--- config.mk ---
export PLATFORM = sky130hd
export DESIGN_NAME = armstrong_gen
export DESIGN_NICKNAME = d
export VERILOG_FILES = /design/src/rtl/armstrong_gen.sv
export SDC_FILE = /design/constraint.sdc
export NUM_CORES = 1
export LEC_CHECK = 0
export CORE_MARGIN = 2
export CORE_UTILIZATION = 35
export DETAILED_ROUTE_END_ITERATION = 7
export GPL_TIMING_DRIVEN = 0
export PLACE_DENSITY = 0.56
export SLEW_MARGIN = 20
export SYNTH_ARGS = -nofsm -noshare
export SYNTH_HDL_FRONTEND = slang
export SYNTH_SLANG_ARGS = --single-unit
export TNS_END_PERCENT = 5
--- constraint.sdc ---
create_clock -name clk -period 7.5 [get_ports clk]
set_input_delay 1.125 -clock clk [delete_from_list [all_inputs] [get_ports clk]]
set_output_delay 1.125 -clock clk [all_outputs]
set_load 0.02 [all_outputs]
--- src/rtl/armstrong_gen.sv ---
// rtl/armstrong_gen.sv - scans [lo,hi] and streams Armstrong numbers in ascending order
// Optional live found-counter on count: ARMGEN_COUNT_EN
module armstrong_gen #(
    parameter int WIDTH = 10,
    parameter int NDIG  = 4,
    parameter int SUMW  = 16,
    parameter int CNTW  = 8
) (
    input  logic             clk,
    input  logic             rst,
    input  logic             start,
    input  logic [WIDTH-1:0] lo,
    input  logic [WIDTH-1:0] hi,
    output logic             busy,
    output logic             out_valid,
    input  logic             out_ready,
    output logic [WIDTH-1:0] out_num,
    output logic             done,
    output logic [CNTW-1:0]  count
);
    localparam int DW = $clog2(NDIG + 1);
    localparam int CW = $clog2(WIDTH + 1);

    typedef enum logic [2:0] {
        S_IDLE, S_CONV, S_SETUP, S_POW, S_CMP, S_EMIT, S_NEXT, S_DONE
    } state_t;

    state_t            state;
    logic [WIDTH-1:0]  hi_q;
    logic [WIDTH-1:0]  cand;
    logic [WIDTH-1:0]  shreg;
    logic [4*NDIG-1:0] bcd;
    logic [4*NDIG-1:0] bcd_adj;
    logic [4*NDIG-1:0] bcd_inc;
    logic [CW-1:0]     conv_cnt;
    logic [DW-1:0]     n;
    logic [DW-1:0]     n_calc;
    logic [DW-1:0]     i;
    logic [DW-1:0]     j;
    logic [SUMW-1:0]   sum;
    logic [SUMW-1:0]   pw;
    logic [SUMW-1:0]   pw_next;
    logic [3:0]        dig;

    // Double-dabble add-3 correction and decimal increment, per BCD digit
    always_comb begin
        logic carry;
        bcd_adj = '0;
        bcd_inc = '0;
        n_calc  = '0;
        dig     = '0;
        carry   = 1'b1;
        for (int k = 0; k < NDIG; k++) begin
            bcd_adj[4*k +: 4] = (bcd[4*k +: 4] >= 4'd5) ? bcd[4*k +: 4] + 4'd3 : bcd[4*k +: 4];
            if (carry) begin
                if (bcd[4*k +: 4] == 4'd9) begin
                    bcd_inc[4*k +: 4] = 4'd0;
                end else begin
                    bcd_inc[4*k +: 4] = bcd[4*k +: 4] + 4'd1;
                    carry = 1'b0;
                end
            end else begin
                bcd_inc[4*k +: 4] = bcd[4*k +: 4];
            end
            if (bcd[4*k +: 4] != 4'd0) n_calc = DW'(k + 1);
            if (i == DW'(k)) dig = bcd[4*k +: 4];
        end
    end

    assign pw_next = pw * {{(SUMW-4){1'b0}}, dig};

    always_ff @(posedge clk) begin
        if (rst) begin
            state     <= S_IDLE;
            busy      <= 1'b0;
            out_valid <= 1'b0;
            done      <= 1'b0;
            out_num   <= '0;
            hi_q      <= '0;
            cand      <= '0;
            shreg     <= '0;
            bcd       <= '0;
            conv_cnt  <= '0;
            n         <= '0;
            i         <= '0;
            j         <= '0;
            sum       <= '0;
            pw        <= '0;
        end else begin
            case (state)
                S_IDLE: begin
                    if (start) begin
                        hi_q     <= hi;
                        cand     <= lo;
                        shreg    <= lo;
                        bcd      <= '0;
                        conv_cnt <= '0;
                        if (lo > hi) begin
                            state <= S_DONE;
                            done  <= 1'b1;
                        end else begin
                            state <= S_CONV;
                            busy  <= 1'b1;
                        end
                    end
                end
                S_CONV: begin
                    bcd      <= {bcd_adj[4*NDIG-2:0], shreg[WIDTH-1]};
                    shreg    <= {shreg[WIDTH-2:0], 1'b0};
                    conv_cnt <= conv_cnt + 1'b1;
                    if (conv_cnt == CW'(WIDTH - 1)) state <= S_SETUP;
                end
                S_SETUP: begin
                    n     <= n_calc;
                    sum   <= '0;
                    i     <= '0;
                    j     <= '0;
                    pw    <= SUMW'(1);
                    state <= (n_calc == '0) ? S_CMP : S_POW;
                end
                S_POW: begin
                    // Last of n steps folds the final multiply straight into the sum
                    if (j == n - DW'(1)) begin
                        sum <= sum + pw_next;
                        pw  <= SUMW'(1);
                        j   <= '0;
                        if (i == n - DW'(1)) state <= S_CMP;
                        else                 i     <= i + 1'b1;
                    end else begin
                        pw <= pw_next;
                        j  <= j + 1'b1;
                    end
                end
                S_CMP: begin
                    if (sum == {{(SUMW-WIDTH){1'b0}}, cand}) begin
                        out_valid <= 1'b1;
                        out_num   <= cand;
                        state     <= S_EMIT;
                    end else begin
                        state <= S_NEXT;
                    end
                end
                S_EMIT: begin
                    if (out_ready) begin
                        out_valid <= 1'b0;
                        state     <= S_NEXT;
                    end
                end
                S_NEXT: begin
                    if (cand == hi_q) begin
                        state <= S_DONE;
                        done  <= 1'b1;
                        busy  <= 1'b0;
                    end else begin
                        cand  <= cand + 1'b1;
                        bcd   <= bcd_inc;
                        state <= S_SETUP;
                    end
                end
                S_DONE: begin
                    done  <= 1'b0;
                    state <= S_IDLE;
                end
                default: state <= S_IDLE;
            endcase
        end
    end

`ifdef ARMGEN_COUNT_EN
    logic [CNTW-1:0] cnt_q;

    always_ff @(posedge clk) begin
        if (rst) begin
            cnt_q <= '0;
        end else if (state == S_IDLE && start) begin
            cnt_q <= '0;
        end else if (state == S_EMIT && out_ready && cnt_q != '1) begin
            cnt_q <= cnt_q + 1'b1;
        end
    end

    assign count = cnt_q;
`else
    assign count = '0;
`endif

endmodule

==> metrics.txt <==
min Tclk post-route=~7 ns; Row Count=56; Synth warnings=0; CP Data Arrival Time=~7.3 ns; CP Launch Type=flip-flop; worst setup margin=between 0.4 and 0.5 ns; leakage=slightly below 0.004 uW; Initial Util=about a third; Clock Pin Slew Worst Setup and Hold Paths=around 0.080 ns; status=finished, final reports clean; sum of negative setup slack=0 ns; sequential cell area fraction in the yosys report=a little over a quarter; RSZ-0062 raised after global routing=no; Worst Setup EP=sum[15]; die height=157.2 um; unique cell type count in the Yosys netlist=between 70 and 80; pre-CTS WS=about 0.14 ns; Mapped Area=between 0.008 and 0.009 mm^2; Crit Path Max Fanout=10; Max Cap Violations=0; Area Growth Syn to Fin=13.79%; total gr overflow=0; global-route wire length before repair=37350 um; FF-to-FF Start=i[1]; root buf cell=clkbuf_16; P per Cell Area=between 200 and 250 mW/mm^2; H-tree depth=3; worst-case vdd ir drop=between 100 and 150 uV; via count=between 7k and 8k; number of flops mapped to enable cells by yosys=0; CP endpoint kind=flip-flop; syn avg cell area=7.835 um^2; Initial DRC Count=between 300 and 400; post-route ant nets=0; skew final=0.01182 ns; Detailed Route WL=22760 um; Worst Setup SP=i[1]; crit share post-route=between 90 and 100%; critical path type=flip-flop to flip-flop; slowest CP cell=fa_1; chip width=157.2 um; ANT cells=0; Synth Register Bits=107; worst relative slew slack=roughly 44%; number of global-route vias before repair=approximately 7k; core area=approximately 0.023 mm^2; Longest Clk Path Bufs=2; total track usage=19.11%; TritonCTS clock tree=done; Power Total=2233 uW; commonest register cell after synthesis=dfxtp_1; Post-synth ARST share=0%; I/O Pins=45; r2r setup slk=approximately 0.5 ns; later-pin clock latency in the skew report=0.36 ns; Critical Path RT=7.79 ns; Hold Crit Class=flip-flop to flip-flop; crit-path max cell delay=roughly 0.54 ns; initial antenna violation count=0; Reg2Reg Depth=30; Worst Tran Pin Value=0.8341 ns; pins over their slew limit=0; Mapped Cells=between 1k and 1.5k; endpoints failing setup=0; r2r endpoint=sum[15]; Routed WL per cell=15.96 um; share of post-route cells with drive strength above 1=under 10%; largest net degree at the start of global routing=19; number of remaining DRC errors=0; post-CTS setup buffers=0; Num CTS Buffers=9; post-DP HPWL=around 17000 um; die area=0.02472 mm^2; Fmax achieved=between 100 and 150 MHz; Sink Count=107; drt first pass iters=4; RePlAce Congestion=~0.84; final hold violations=0; Nets=about 1.2k; Final Core Density=40.21%; Port Buf Inserts=35; routed vias/inst=around 5.2
-- metal layers --
layer | vias up | wire length (um) | track usage, % | part of all wire (%)
li1 | 3701 | - | - | -
met1 | 3467 | 11560 | 27.50 | 51
met2 | 171 | 10010 | 30.01 | 44
met3 | 24 | 871 | 2.781 | 3.8
met4 | 0 | 310 | 4.675 | 1.4
met5 | - | 0 | 0 | 0
-- registers in the layout, summed over array words and instances, names as in the netlist --
signal,count
conv_cnt,4
state,3
out_valid,1
n,3
pw,16
hi_q,10
shreg,10
cand,10
sum,16
done,1
i,3
out_num,10
busy,1
bcd,16
j,3
-- cells by family after synthesis --
| kind of cell | synth area share, % |
|---|---|
| simple gates | 22.53 |
| flops | 26.06 |
| other cells | 0.04563 |
| xor+xnor | 5.922 |
| compound gates | 20.09 |
| fa+ha+maj | 16.38 |
| buf+inv | 7.353 |
| mux | 1.614 |
-- cell usage in the layout, fill, tap and decap left out, types with 12 or more instances in the layout --
cell | Yosys | layout
nor2b_1 | 43 | 43
ha_1 | 66 | 66
dfxtp_1 | 107 | 107
clkbuf_1 | 45 | 43
a311oi_1 | 12 | 12
fa_1 | 26 | 26
o21ai_0 | 45 | 45
clkdlybuf4s50_1 | 0 | 35
inv_1 | 88 | 88
a211oi_1 | 14 | 14
a21oi_1 | 72 | 72
nand3_1 | 21 | 21
or3_1 | 12 | 12
xnor2_1 | 29 | 29
nor3_1 | 20 | 20
nand2b_1 | 17 | 17
xor2_1 | 22 | 22
a22oi_1 | 29 | 29
nand2_1 | 107 | 107
nor2_1 | 104 | 103
-- what timing repair did --
action / CTS / global route
setup endpoints to repair: 0 / 1
hold buffers: 0 / 0
gates resized for setup: 0 / 12
-- through the flow --
stage	cells	hold slack [ns]	instance area, um^2
after global placement	1410	0.4472	8995
after global routing	1426	0.4804	9353
after detailed placement	1410	0.4527	8995
after floorplan	1056	0.4319	8245
final	1426	0.4639	9353
after CTS	1426	0.4651	9318
-- critical path: cells and delay by family, from the launching register on --
family / cells / cell delay [ns]
flops: 1 / 0.42
xor+xnor: 1 / 0.16
buf+inv: 4 / 0.44
compound gates: 12 / 2.20
simple gates: 7 / 1.32
mux: 1 / 0.35
fa+ha+maj: 5 / 2.04
-- synth_stat cells (3+ instances only) --
| master | n | share of area [%] |
|---|---|---|
| o21ai_0 | 45 | 2.7 |
| and2_1 | 11 | 0.84 |
| a31oi_1 | 6 | 0.46 |
| nand2b_1 | 17 | 1.3 |
| xor2_1 | 22 | 2.3 |
| ha_1 | 66 | 10 |
| o22ai_1 | 5 | 0.38 |
| or3_1 | 12 | 0.91 |
| o21a_1 | 6 | 0.55 |
| buf_4 | 8 | 0.73 |
| nor3b_1 | 5 | 0.46 |
| a22oi_1 | 29 | 2.6 |
| o211ai_1 | 4 | 0.37 |
| nor3_1 | 20 | 1.2 |
| nor4_1 | 7 | 0.53 |
| buf_2 | 9 | 0.55 |
| inv_1 | 88 | 4.0 |
| a21boi_1 | 3 | 0.27 |
| o31ai_1 | 3 | 0.27 |
| nand3_1 | 21 | 1.3 |
| a221oi_1 | 3 | 0.32 |
| nand3b_1 | 7 | 0.64 |
| mux2i_1 | 11 | 1.3 |
| a21oi_1 | 72 | 4.4 |
| o21bai_1 | 4 | 0.37 |
| a311oi_1 | 12 | 1.3 |
| dfxtp_1 | 107 | 26 |
| nand4_1 | 6 | 0.46 |
| clkbuf_1 | 45 | 2.1 |
| nor2_1 | 104 | 4.7 |
| a32oi_1 | 7 | 0.75 |
| a21o_1 | 10 | 0.91 |
| nand2_1 | 107 | 4.9 |
| nor2b_1 | 43 | 3.3 |
| o21ai_1 | 5 | 0.30 |
| a211oi_1 | 14 | 1.3 |
| and3_1 | 6 | 0.46 |
| and3b_1 | 3 | 0.32 |
| fa_1 | 26 | 6.3 |
| xnor2_1 | 29 | 3.1 |
-- report_power, final --
part / internal (uW) / total [uW] / switching (uW)
clock: 297 / 538 / 241
combinational: 332 / 928 / 596
sequential: 663 / 767 / 104
-- worst min-delay path by stage --
stage / start / to / cells after the start
final: shreg[9] / shreg[9] / 2
after global routing: n[1] / n[1] / 2
after CTS: shreg[9] / shreg[9] / 2
after detailed placement: n[1] / n[1] / 2
after global placement: shreg[9] / shreg[9] / 2
after floorplan: n[1] / n[1] / 2
-- cell type report --
type                       instances  area [um^2]
buffer                            62        277.8
clock buffer                      10        229.0
clock inverter                     6        93.84
fill                            2458        13910
inverter                          88        330.3
multi-input combinational        799         5530
sequential                       107         2142
tap                              319        399.1
timing repair buffer              35        350.3
(Power assumes the default switching activity.)
